File: src/rtl/sprite_mover_if.sv
// Bundles the keyboard/control inputs and sprite state outputs of sprite_mover.
// The master side drives keys and control; the slave side (the mover) reports position.
interface sprite_mover_if #(
  parameter int W  = 10,
  parameter int SW = 3
);
  logic [7:0]    keycode0;
  logic [7:0]    keycode1;
  logic          freeze;
  logic          respawn;
  logic [W-1:0]  PosX;
  logic [W-1:0]  PosY;
  logic [W-1:0]  Size;
  logic [SW-1:0] Speed;
  logic          moving;
  logic          hit_x;
  logic          hit_y;

  modport master (
    output keycode0, keycode1, freeze, respawn,
    input  PosX, PosY, Size, Speed, moving, hit_x, hit_y
  );

  modport slave (
    input  keycode0, keycode1, freeze, respawn,
    output PosX, PosY, Size, Speed, moving, hit_x, hit_y
  );
endinterface

File: src/rtl/sprite_mover.sv
// Keyboard-driven sprite position engine: two-slot key decode, per-direction speed
// ramp, and clamping of the sprite centre inside the playfield with wall-contact flags.
module sprite_mover #(
  parameter int         W            = 10,
  parameter int         X_MIN        = 0,
  parameter int         X_MAX        = 639,
  parameter int         Y_MIN        = 0,
  parameter int         Y_MAX        = 479,
  parameter int         X_START      = 320,
  parameter int         Y_START      = 240,
  parameter int         SIZE         = 4,
  parameter int         MAX_SPEED    = 4,
  parameter int         ACCEL_FRAMES = 8,
  parameter logic [7:0] KEY_LEFT     = 8'd80,
  parameter logic [7:0] KEY_RIGHT    = 8'd79,
  parameter logic [7:0] KEY_DOWN     = 8'd81,
  parameter logic [7:0] KEY_UP       = 8'd82,
  localparam int        SW           = $clog2(MAX_SPEED + 1)
) (
  input  logic           Reset,
  input  logic           frame_clk,
  sprite_mover_if.slave  bus
);

  localparam int CW = $clog2(ACCEL_FRAMES + 1);

  localparam logic signed [W+1:0] X_LO = (W+2)'(X_MIN + SIZE);
  localparam logic signed [W+1:0] X_HI = (W+2)'(X_MAX - SIZE);
  localparam logic signed [W+1:0] Y_LO = (W+2)'(Y_MIN + SIZE);
  localparam logic signed [W+1:0] Y_HI = (W+2)'(Y_MAX - SIZE);

  typedef enum logic [1:0] {IDLE, RAMP, CRUISE} state_t;

  state_t          state, state_n;
  logic [SW-1:0]   speed, speed_n;
  logic [CW-1:0]   cnt, cnt_n;
  logic [3:0]      dir_q;
  logic [W-1:0]    pos_x, pos_y;
  logic            hit_x_q, hit_y_q;

  logic            key_l, key_r, key_d, key_u;
  logic signed [1:0] dx, dy;
  logic [3:0]      dir;
  logic signed [W+1:0] nx, ny, cx, cy;
  logic            clamp_x, clamp_y;

  // A key counts once even if it appears in both slots; opposing keys cancel.
  always_comb begin
    key_l = (bus.keycode0 == KEY_LEFT)  || (bus.keycode1 == KEY_LEFT);
    key_r = (bus.keycode0 == KEY_RIGHT) || (bus.keycode1 == KEY_RIGHT);
    key_d = (bus.keycode0 == KEY_DOWN)  || (bus.keycode1 == KEY_DOWN);
    key_u = (bus.keycode0 == KEY_UP)    || (bus.keycode1 == KEY_UP);
    dx = 2'sd0;
    dy = 2'sd0;
    if (key_r && !key_l) dx = 2'sd1;
    if (key_l && !key_r) dx = -2'sd1;
    if (key_d && !key_u) dy = 2'sd1;
    if (key_u && !key_d) dy = -2'sd1;
    dir = {dx, dy};
  end

  always_comb begin
    state_n = state;
    speed_n = speed;
    cnt_n   = cnt;
    if (bus.respawn || bus.freeze || dir == 4'd0) begin
      state_n = IDLE;
      speed_n = '0;
      cnt_n   = '0;
    end else if (state == IDLE || dir != dir_q) begin
      state_n = (MAX_SPEED == 1) ? CRUISE : RAMP;
      speed_n = SW'(1);
      cnt_n   = CW'(1);
    end else if (state == RAMP) begin
      if (cnt == CW'(ACCEL_FRAMES)) begin
        speed_n = speed + SW'(1);
        cnt_n   = CW'(1);
        if (speed + SW'(1) == SW'(MAX_SPEED)) state_n = CRUISE;
      end else begin
        cnt_n = cnt + CW'(1);
      end
    end else begin
      state_n = CRUISE;
      speed_n = SW'(MAX_SPEED);
    end
  end

  // Widened signed arithmetic keeps steps past either edge from wrapping.
  always_comb begin
    nx = $signed({2'b00, pos_x}) + $signed({{W{dx[1]}}, dx}) * $signed({{(W+2-SW){1'b0}}, speed_n});
    ny = $signed({2'b00, pos_y}) + $signed({{W{dy[1]}}, dy}) * $signed({{(W+2-SW){1'b0}}, speed_n});
    cx = nx;
    cy = ny;
    clamp_x = 1'b0;
    clamp_y = 1'b0;
    if (nx < X_LO) begin cx = X_LO; clamp_x = 1'b1; end
    if (nx > X_HI) begin cx = X_HI; clamp_x = 1'b1; end
    if (ny < Y_LO) begin cy = Y_LO; clamp_y = 1'b1; end
    if (ny > Y_HI) begin cy = Y_HI; clamp_y = 1'b1; end
  end

  always_ff @(posedge frame_clk or posedge Reset) begin
    if (Reset) begin
      state   <= IDLE;
      speed   <= '0;
      cnt     <= '0;
      dir_q   <= '0;
      pos_x   <= W'(X_START);
      pos_y   <= W'(Y_START);
      hit_x_q <= 1'b0;
      hit_y_q <= 1'b0;
    end else begin
      state <= state_n;
      speed <= speed_n;
      cnt   <= cnt_n;
      if (bus.respawn) begin
        dir_q   <= '0;
        pos_x   <= W'(X_START);
        pos_y   <= W'(Y_START);
        hit_x_q <= 1'b0;
        hit_y_q <= 1'b0;
      end else if (bus.freeze) begin
        dir_q   <= dir;
        hit_x_q <= 1'b0;
        hit_y_q <= 1'b0;
      end else begin
        dir_q   <= dir;
        pos_x   <= cx[W-1:0];
        pos_y   <= cy[W-1:0];
        hit_x_q <= clamp_x;
        hit_y_q <= clamp_y;
      end
    end
  end

  assign bus.PosX   = pos_x;
  assign bus.PosY   = pos_y;
  assign bus.Size   = W'(SIZE);
  assign bus.Speed  = speed;
  assign bus.moving = (state != IDLE);
  assign bus.hit_x  = hit_x_q;
  assign bus.hit_y  = hit_y_q;

endmodule

File: src/flat_wrapper.sv
// flat-port wrapper written by rule: the top's interface ports become plain ports
module sprite_mover_flat 
#(
  parameter int         W            = 10,
  parameter int         X_MIN        = 0,
  parameter int         X_MAX        = 639,
  parameter int         Y_MIN        = 0,
  parameter int         Y_MAX        = 479,
  parameter int         X_START      = 320,
  parameter int         Y_START      = 240,
  parameter int         SIZE         = 4,
  parameter int         MAX_SPEED    = 4,
  parameter int         ACCEL_FRAMES = 8,
  parameter logic [7:0] KEY_LEFT     = 8'd80,
  parameter logic [7:0] KEY_RIGHT    = 8'd79,
  parameter logic [7:0] KEY_DOWN     = 8'd81,
  parameter logic [7:0] KEY_UP       = 8'd82,
  localparam int        SW           = $clog2(MAX_SPEED + 1)
)
  (Reset, frame_clk, bus_keycode0, bus_keycode1, bus_freeze, bus_respawn, bus_PosX, bus_PosY, bus_Size, bus_Speed, bus_moving, bus_hit_x, bus_hit_y);
  sprite_mover_if #(.W(W)) bus_i ();
  input  logic Reset;
  input  logic frame_clk;
  input wire logic [$bits(bus_i.keycode0)-1:0] bus_keycode0;
  input wire logic [$bits(bus_i.keycode1)-1:0] bus_keycode1;
  input wire logic [$bits(bus_i.freeze)-1:0] bus_freeze;
  input wire logic [$bits(bus_i.respawn)-1:0] bus_respawn;
  output wire logic [$bits(bus_i.PosX)-1:0] bus_PosX;
  output wire logic [$bits(bus_i.PosY)-1:0] bus_PosY;
  output wire logic [$bits(bus_i.Size)-1:0] bus_Size;
  output wire logic [$bits(bus_i.Speed)-1:0] bus_Speed;
  output wire logic [$bits(bus_i.moving)-1:0] bus_moving;
  output wire logic [$bits(bus_i.hit_x)-1:0] bus_hit_x;
  output wire logic [$bits(bus_i.hit_y)-1:0] bus_hit_y;
  assign bus_i.keycode0 = bus_keycode0;
  assign bus_i.keycode1 = bus_keycode1;
  assign bus_i.freeze = bus_freeze;
  assign bus_i.respawn = bus_respawn;
  assign bus_PosX = bus_i.PosX;
  assign bus_PosY = bus_i.PosY;
  assign bus_Size = bus_i.Size;
  assign bus_Speed = bus_i.Speed;
  assign bus_moving = bus_i.moving;
  assign bus_hit_x = bus_i.hit_x;
  assign bus_hit_y = bus_i.hit_y;
  sprite_mover #(.W(W), .X_MIN(X_MIN), .X_MAX(X_MAX), .Y_MIN(Y_MIN), .Y_MAX(Y_MAX), .X_START(X_START), .Y_START(Y_START), .SIZE(SIZE), .MAX_SPEED(MAX_SPEED), .ACCEL_FRAMES(ACCEL_FRAMES), .KEY_LEFT(KEY_LEFT), .KEY_RIGHT(KEY_RIGHT), .KEY_DOWN(KEY_DOWN), .KEY_UP(KEY_UP)) u_core (.Reset(Reset), .frame_clk(frame_clk), .bus(bus_i));
endmodule
File: config.mk
export PLATFORM = sky130hd
export DESIGN_NAME = sprite_mover_flat
export DESIGN_NICKNAME = d
export VERILOG_FILES = /design/src/rtl/sprite_mover_if.sv /design/src/rtl/sprite_mover.sv /design/src/flat_wrapper.sv
export SDC_FILE = /design/constraint.sdc
export NUM_CORES = 1
export LEC_CHECK = 0
export ABC_AREA = 1
export BUFFER_PORTS_ARGS = -buffer_cell sky130_fd_sc_hd__buf_4
export CAP_MARGIN = 20
export CORE_ASPECT_RATIO = 0.8
export CORE_MARGIN = 2
export CORE_UTILIZATION = 50
export DETAILED_ROUTE_END_ITERATION = 16
export PLACE_DENSITY = 0.71
export SETUP_SLACK_MARGIN = 0.2
export SLEW_MARGIN = 0
export SYNTH_ARGS = -nofsm -noshare
export SYNTH_HDL_FRONTEND = slang
export SYNTH_SLANG_ARGS = --single-unit
File: constraint.sdc
create_clock -name frame_clk -period 4.9 [get_ports frame_clk]
set_input_delay 1.47 -clock frame_clk [delete_from_list [all_inputs] [get_ports frame_clk]]
set_output_delay 1.47 -clock frame_clk [all_outputs]
set_load 0.01 [all_outputs]
# == Word-level counts from Yosys, hierarchy flattened ==
# Cells that the tools add are included.
# classes
muxes,34
add_sub_neg,4
n_bitwise,0
div,0
n_mul,2
order_cmp,4
eq_ne,15
shift,0
reduce_logical,20
# ops
op,n
two-way mux 10 bit,8
== test 8 x 7 -> 1 bit (second input constant),8
adder 11 x 6 -> 12 bit,2
< comparator 12 x 4 -> 1 bit (second input constant),2
two-way mux 4 bit,5
two-way mux 2 bit,7
greater-than comparator 12 x 10 -> 1 bit (second input constant),1
greater-than comparator 12 x 11 -> 1 bit (second input constant),1
multiplier 2 x 4 -> 6 bit,2
two-way mux 3 bit,4
two-way mux 1 bit,10
inequality test 4 x 2 -> 1 bit (second input constant),2
logical OR 1 bit,7
adder 4 x 1 -> 4 bit (second input constant),1
== test 4 bit (second input constant),1
logical AND 1 bit,4
zero test 1 bit,4
zero test 4 bit,1
inequality test 4 bit,1
adder 3 x 1 -> 3 bit (second input constant),1
== test 3 bit (second input constant),1
nonzero test 3 bit,1
== test 2 x 1 -> 1 bit (second input constant),1
zero test 2 bit,1
3 further kinds,3
# word_totals
word_cells,87
latchBits,0
inputBits,20
regBits,35
n_memories,0
mem_bits_ro,0
mem_bits_rw,0

# == Logic depth before layout (Yosys ltp) ==
# depth
ltp_word,17
depth_mapped,35
mapped_depth_nobuf,35

# == Worst setup path before layout ==
# OpenSTA, ideal clock, no wires.
# synth_path
kind,input -> register
startpoint,input bus_keycode1[6]
endpoint,register u_core.pos_x[5] (netlist: u_core.bus.PosX[5])
path_slack_ps,-942
required_ps,4783
path_stages,31
arrival_time_ps,5725
path_buffers,0
cell_sequence,inv_1 nor2_1 nand2_1 nor4_1 a32o_1 ha_1 inv_1 a22oi_1 o2111ai_1 nor2_1 inv_1 nor2_1 nand2_1 inv_1 nand2_1 fa_1 fa_1 inv_1 nand3_1 nand2_1 nand2_1 nand3_1 nand2_1 nor2_1 nor2_1 nor2_1 nand2_1 nand3_4 nand2_1 nand2_1 nand2_1
# synth_via
elab_chain_cells,17
word_cells_on_any_way,34
classes_between,add/sub (1); mul (1); order compare (2); eq/ne (5); mux (10); reduce/logical (15)
# synth_rtl
item,line_no,text
from (decl),flat_wrapper.sv:25,input wire logic [$bits(bus_i.keycode1)-1:0] bus_keycode1;
== test 8 x 7 -> 1 bit (on tied branches),"sprite_mover.sv:52, sprite_mover.sv:49",
logical OR 1 bit (on tied branches),"sprite_mover.sv:52, sprite_mover.sv:49",
zero test 1 bit (on tied branches),"sprite_mover.sv:57, sprite_mover.sv:55",
logical AND 1 bit (on tied branches),"sprite_mover.sv:57, sprite_mover.sv:55",
two-way mux 1 bit (on tied branches),"sprite_mover.sv:57, sprite_mover.sv:55",
two-way mux 2 bit (on tied branches),"sprite_mover.sv:58, sprite_mover.sv:56",
inequality test 4 bit,sprite_mover.sv:70,end else if (state == IDLE || dir != dir_q) begin
logical OR 1 bit,sprite_mover.sv:70,
(+2 left out),-,
net u_core.speed_n[1],sprite_mover.sv:35,"logic [SW-1:0] speed, speed_n;"
multiplier 2 x 4 -> 6 bit (*),sprite_mover.sv:90,"nx = $signed({2'b00, pos_x}) + $signed({{W{dx[1]}}, dx}) * $signed({{(W+2-SW){1'b0}}, speed_n});"
adder 11 x 6 -> 12 bit (*),sprite_mover.sv:90,
< comparator 12 x 4 -> 1 bit,sprite_mover.sv:96,if (nx < X_LO) begin cx = X_LO; clamp_x = 1'b1; end
two-way mux 10 bit,sprite_mover.sv:96,
two-way mux 10 bit (*),sprite_mover.sv:97,if (nx > X_HI) begin cx = X_HI; clamp_x = 1'b1; end
two-way mux 10 bit (*),sprite_mover.sv:122,end else if (bus.freeze) begin
two-way mux 10 bit (*),sprite_mover.sv:116,if (bus.respawn) begin
to (signal assigned),sprite_mover.sv:108,pos_x <= W'(X_START);
to (signal assigned),sprite_mover.sv:118,pos_x <= W'(X_START);
to (signal assigned),sprite_mover.sv:128,pos_x <= cx[W-1:0];
to (decl),sprite_mover.sv:38,"logic [W-1:0] pos_x, pos_y;"
# Mark *: on every way through the listed nets, which the timed path passes. The rest lies on a longest branch. The select of a mux whose other input is x is not followed.
# A chain may end at the register's enable or synchronous reset.

# == Worst setup path in the final report ==
# layout_path
startpoint,input bus_keycode1[7]
endpoint,register u_core.pos_x[9] (netlist: u_core.bus.PosX[9])
# Same word-level chain as after synthesis.

==> reports/metrics.csv <==
stage,metric,value,unit
run_status,status,"complete, but fails checks",
run_status,failing checks,negative setup slack,
global_route,grt met2 use,0.446,
place,pre-CTS WS,-1.07,ns
global_route,Total GRT Usage,0.277,
floorplanning,Die ar.,8660,µm²
timing,RSZ-0062 raised after global routing,yes,
worst_hold_path,worst hold path class,flop to flop,
critical_path,crit-path max FO,5,
routing,1st-iter DRT viols,299,
timing,crit share post-route,1.15,
floorplanning,io pins,56,
cts,Clock Latency Late Sink,0.30,ns
synthesis,most frequent cell after synthesis,nand2_1,
layout,Diodes inserted,0,
synthesis,number of synthesized flops with an enable pin,0,
cts,Root Buffer,clkbuf_8,
global_route,vias in the first global route,4129,
synthesis,"Seq/Total Area, Yosys",0.223,
cts,Post-CTS Hold Buffers,0,
critical_path,Crit. End Element,flop,
run,max_cap viols,0,
place,dpl hpwl,8.70,mm
global_route,GRT met3 Usage,0.0523,
timing,Period minus WS final,5.65,ns
routing,DRT Pass-1 Iters,5,
layout,Area growth syn-to-layout,43.9,%
routing,via count,4451,
synthesis,Commonest cells post-synth,"nand2_1 (181), inv_1 (100), nor2_1 (77), nand3_1 (51), ha_1 (46)",
floorplanning,die width,104,µm
routing,WL/cell,14.7,µm
synthesis,Synth Flop Type,dfrtp_1,
cts,clk buf depth,2,
critical_path,Top delay family on crit path,simple AND/OR/NAND/NOR gates,
critical_path,Worst path slowest cell,fa_1,
floorplanning,Starting Density,0.508,
timing,Final Hold Fails,0,
floorplanning,Cell Rows,29,
synthesis,post-synth top area cell,dfrtp_1,
critical_path,CP max stage delay,0.51,ns
layout,nets,812,
power,cell area power density,133,nW/µm²
layout,layout cells sized above 1,0.383,
cts,clock sink count,35,
synthesis,Ys Warns,0,
place,buffers added on ports,45,
timing,Peak Freq,0.177,GHz
critical_path,Worst EP arrival,5.88,ns
routing,Final ANT Viol Nets,0,
synthesis,syn_area_per_cell,6.49,µm²
routing,post-route DRC violation count,0,
global_route,initial antenna violation count,0,
critical_path,critical path required time,5.13,ns
synthesis,synth unique cells,45,
synthesis,post-synthesis cell area,3960,µm²
power,leak pwr,3.22,nW
timing,skew final,0.0157,ns
global_route,GRT overflow,0,
power,maximum vdd drop,0.138,mV
cts,H-tree depth,2,
critical_path,CP most frequent cell,nand2_1,
critical_path,Critical Path Start Type,input port,
routing,DR vias/cell,5.24,
floorplanning,chip height,83.6,µm
synthesis,cell count after synthesis,611,
critical_path,CP Buf/Inv Count,8,
global_route,largest net degree at the start of global routing,36,
timing,final setup TNS,-14.79,ns
global_route,first-pass GRT wire length,19.7,mm
timing,# setup viols final,21,
floorplanning,CORE AREA,7800,µm²
synthesis,Async SR Flop Fraction,1.00,
layout,utilization after layout,0.731,
routing,Routed WL,12.5,mm
global_route,busiest grt layer,met2,
place,Placer Congestion,0.949,
synthesis,Synth top area share,0.183,
timing,Final WS setup,-0.752,ns
cts,"CTS clk-pin slew, worst paths",0.06,ns
synthesis,main area contributors after synthesis,"dfrtp_1 (18%), nand2_1 (17%), ha_1 (15%)",
timing,Pins Over Slew Limit,0,
critical_path,Reg2Reg Setup Slack,0.95,ns
synthesis,"FF+latch count, synth",35,
critical_path,Setup CP Type,input port to flop,
global_route,met1 Resource Use GR,0.398,
cts,TritonCTS Buffers,5,
cts,CTS tree,done,
-- worst reg2reg max path: cells and delay by family (launching register included) --
kind	cells	cell delay, ns
AOI/OAI and AO/OA	4	0.64
and+or+nand+nor	14	1.28
adders and majority gates	3	0.85
DFF	1	0.38
buffers and inverters	7	0.69
-- path summary, 6_finish.rpt --
path	from	end	depth (start not counted)
min in group asynchronous	Reset	u_core.bus.PosY[3]	3
max in group asynchronous	Reset	u_core.bus.PosX[8]	3
min reg2reg	u_core.bus.PosX[5]	u_core.bus.PosX[5]	2
min	u_core.bus.PosX[5]	u_core.bus.PosX[5]	2
max	bus_keycode1[7]	u_core.bus.PosX[9]	30
max reg2reg	u_core.cnt[0]	u_core.bus.PosY[2]	28
-- registers in the layout (all words and copies together), names as in the netlist --
name and cells:
u_core.dir_q 4, u_core.cnt 4, u_core.state 2, u_core.bus.PosX 10
u_core.bus.Speed 3, u_core.bus.PosY 10, u_core.bus.hit_x 1, u_core.bus.hit_y 1
-- cell families (layout without fill, tap and decap cells) --
group,Yosys count,in the layout,synth area share
other,2,10,0.00190
flip-flops,35,35,0.223
AND/OR/NAND/NOR,349,351,0.381
adder cells (fa/ha/maj),52,52,0.176
buffers and inverters,118,238,0.122
XOR/XNOR,13,13,0.0306
AO/OA/AOI/OAI,42,42,0.0660
-- where the power goes --
part | internal (mW) | switching (mW) | leakage, nW
clock | 0.0994 | 0.112 | 0.0412
sequential | 0.300 | 0.0123 | 0.466
combinational | 0.0988 | 0.134 | 2.72
total | 0.498 | 0.258 | 3.22
-- cells in the final DEF (no fill, tap or decap), types with 6 or more instances in the layout --
cell | synthesis | routed
buf_4 | 10 | 120
conb_1 | 2 | 10
nor2_2 | 1 | 12
dfstp_2 | 6 | 6
nand2_1 | 181 | 145
nor2_1 | 77 | 58
a21oi_1 | 14 | 12
o21ai_0 | 11 | 8
nor2_4 | 2 | 10
inv_1 | 100 | 85
nand3_2 | 2 | 15
nand2_2 | 11 | 37
nand3_1 | 51 | 36
nand4_1 | 11 | 11
nand2_4 | 1 | 11
ha_4 | 0 | 7
dfrtp_1 | 29 | 29
inv_2 | 3 | 15
ha_1 | 46 | 38
-- metal layers --
metal | up-vias | wire, µm
li1 | 2174 | -
met1 | 2095 | 5690
met2 | 172 | 5800
met3 | 10 | 853
met4 | 0 | 114
met5 | - | 0
-- through the flow --
| step | power [mW] | std cells | instance area, µm² | hold slack [ns] |
|---|---|---|---|---|
| finish | 0.756 | 849 | 5700 | 0.525 |
| detailed placement | 0.514 | 813 | 4870 | 0.501 |
| CTS | 0.733 | 839 | 5260 | 0.516 |
| floorplan | 0.437 | 619 | 4080 | 0.517 |
| global route | 0.792 | 849 | 5700 | 0.555 |
| global placement | 0.510 | 813 | 4870 | 0.509 |
-- timing repair --
action,CTS,global route
resized for setup,44,90
setup endpoints to repair,21,21
pin swaps,16,54
setup buffers,16,10
cloned,2,0
hold endpoints to repair,0,0
-- area by class of cell --
type / instances / area [µm²]
clock buffers: 6 / 72.6
clock inverters: 2 / 12.5
fillers: 596 / 2100
inverters: 104 / 400
multi-input cells: 468 / 3230
flip-flops and latches: 35 / 883
well taps: 108 / 135
repair buffers: 126 / 972
(Power assumes the default switching activity.)
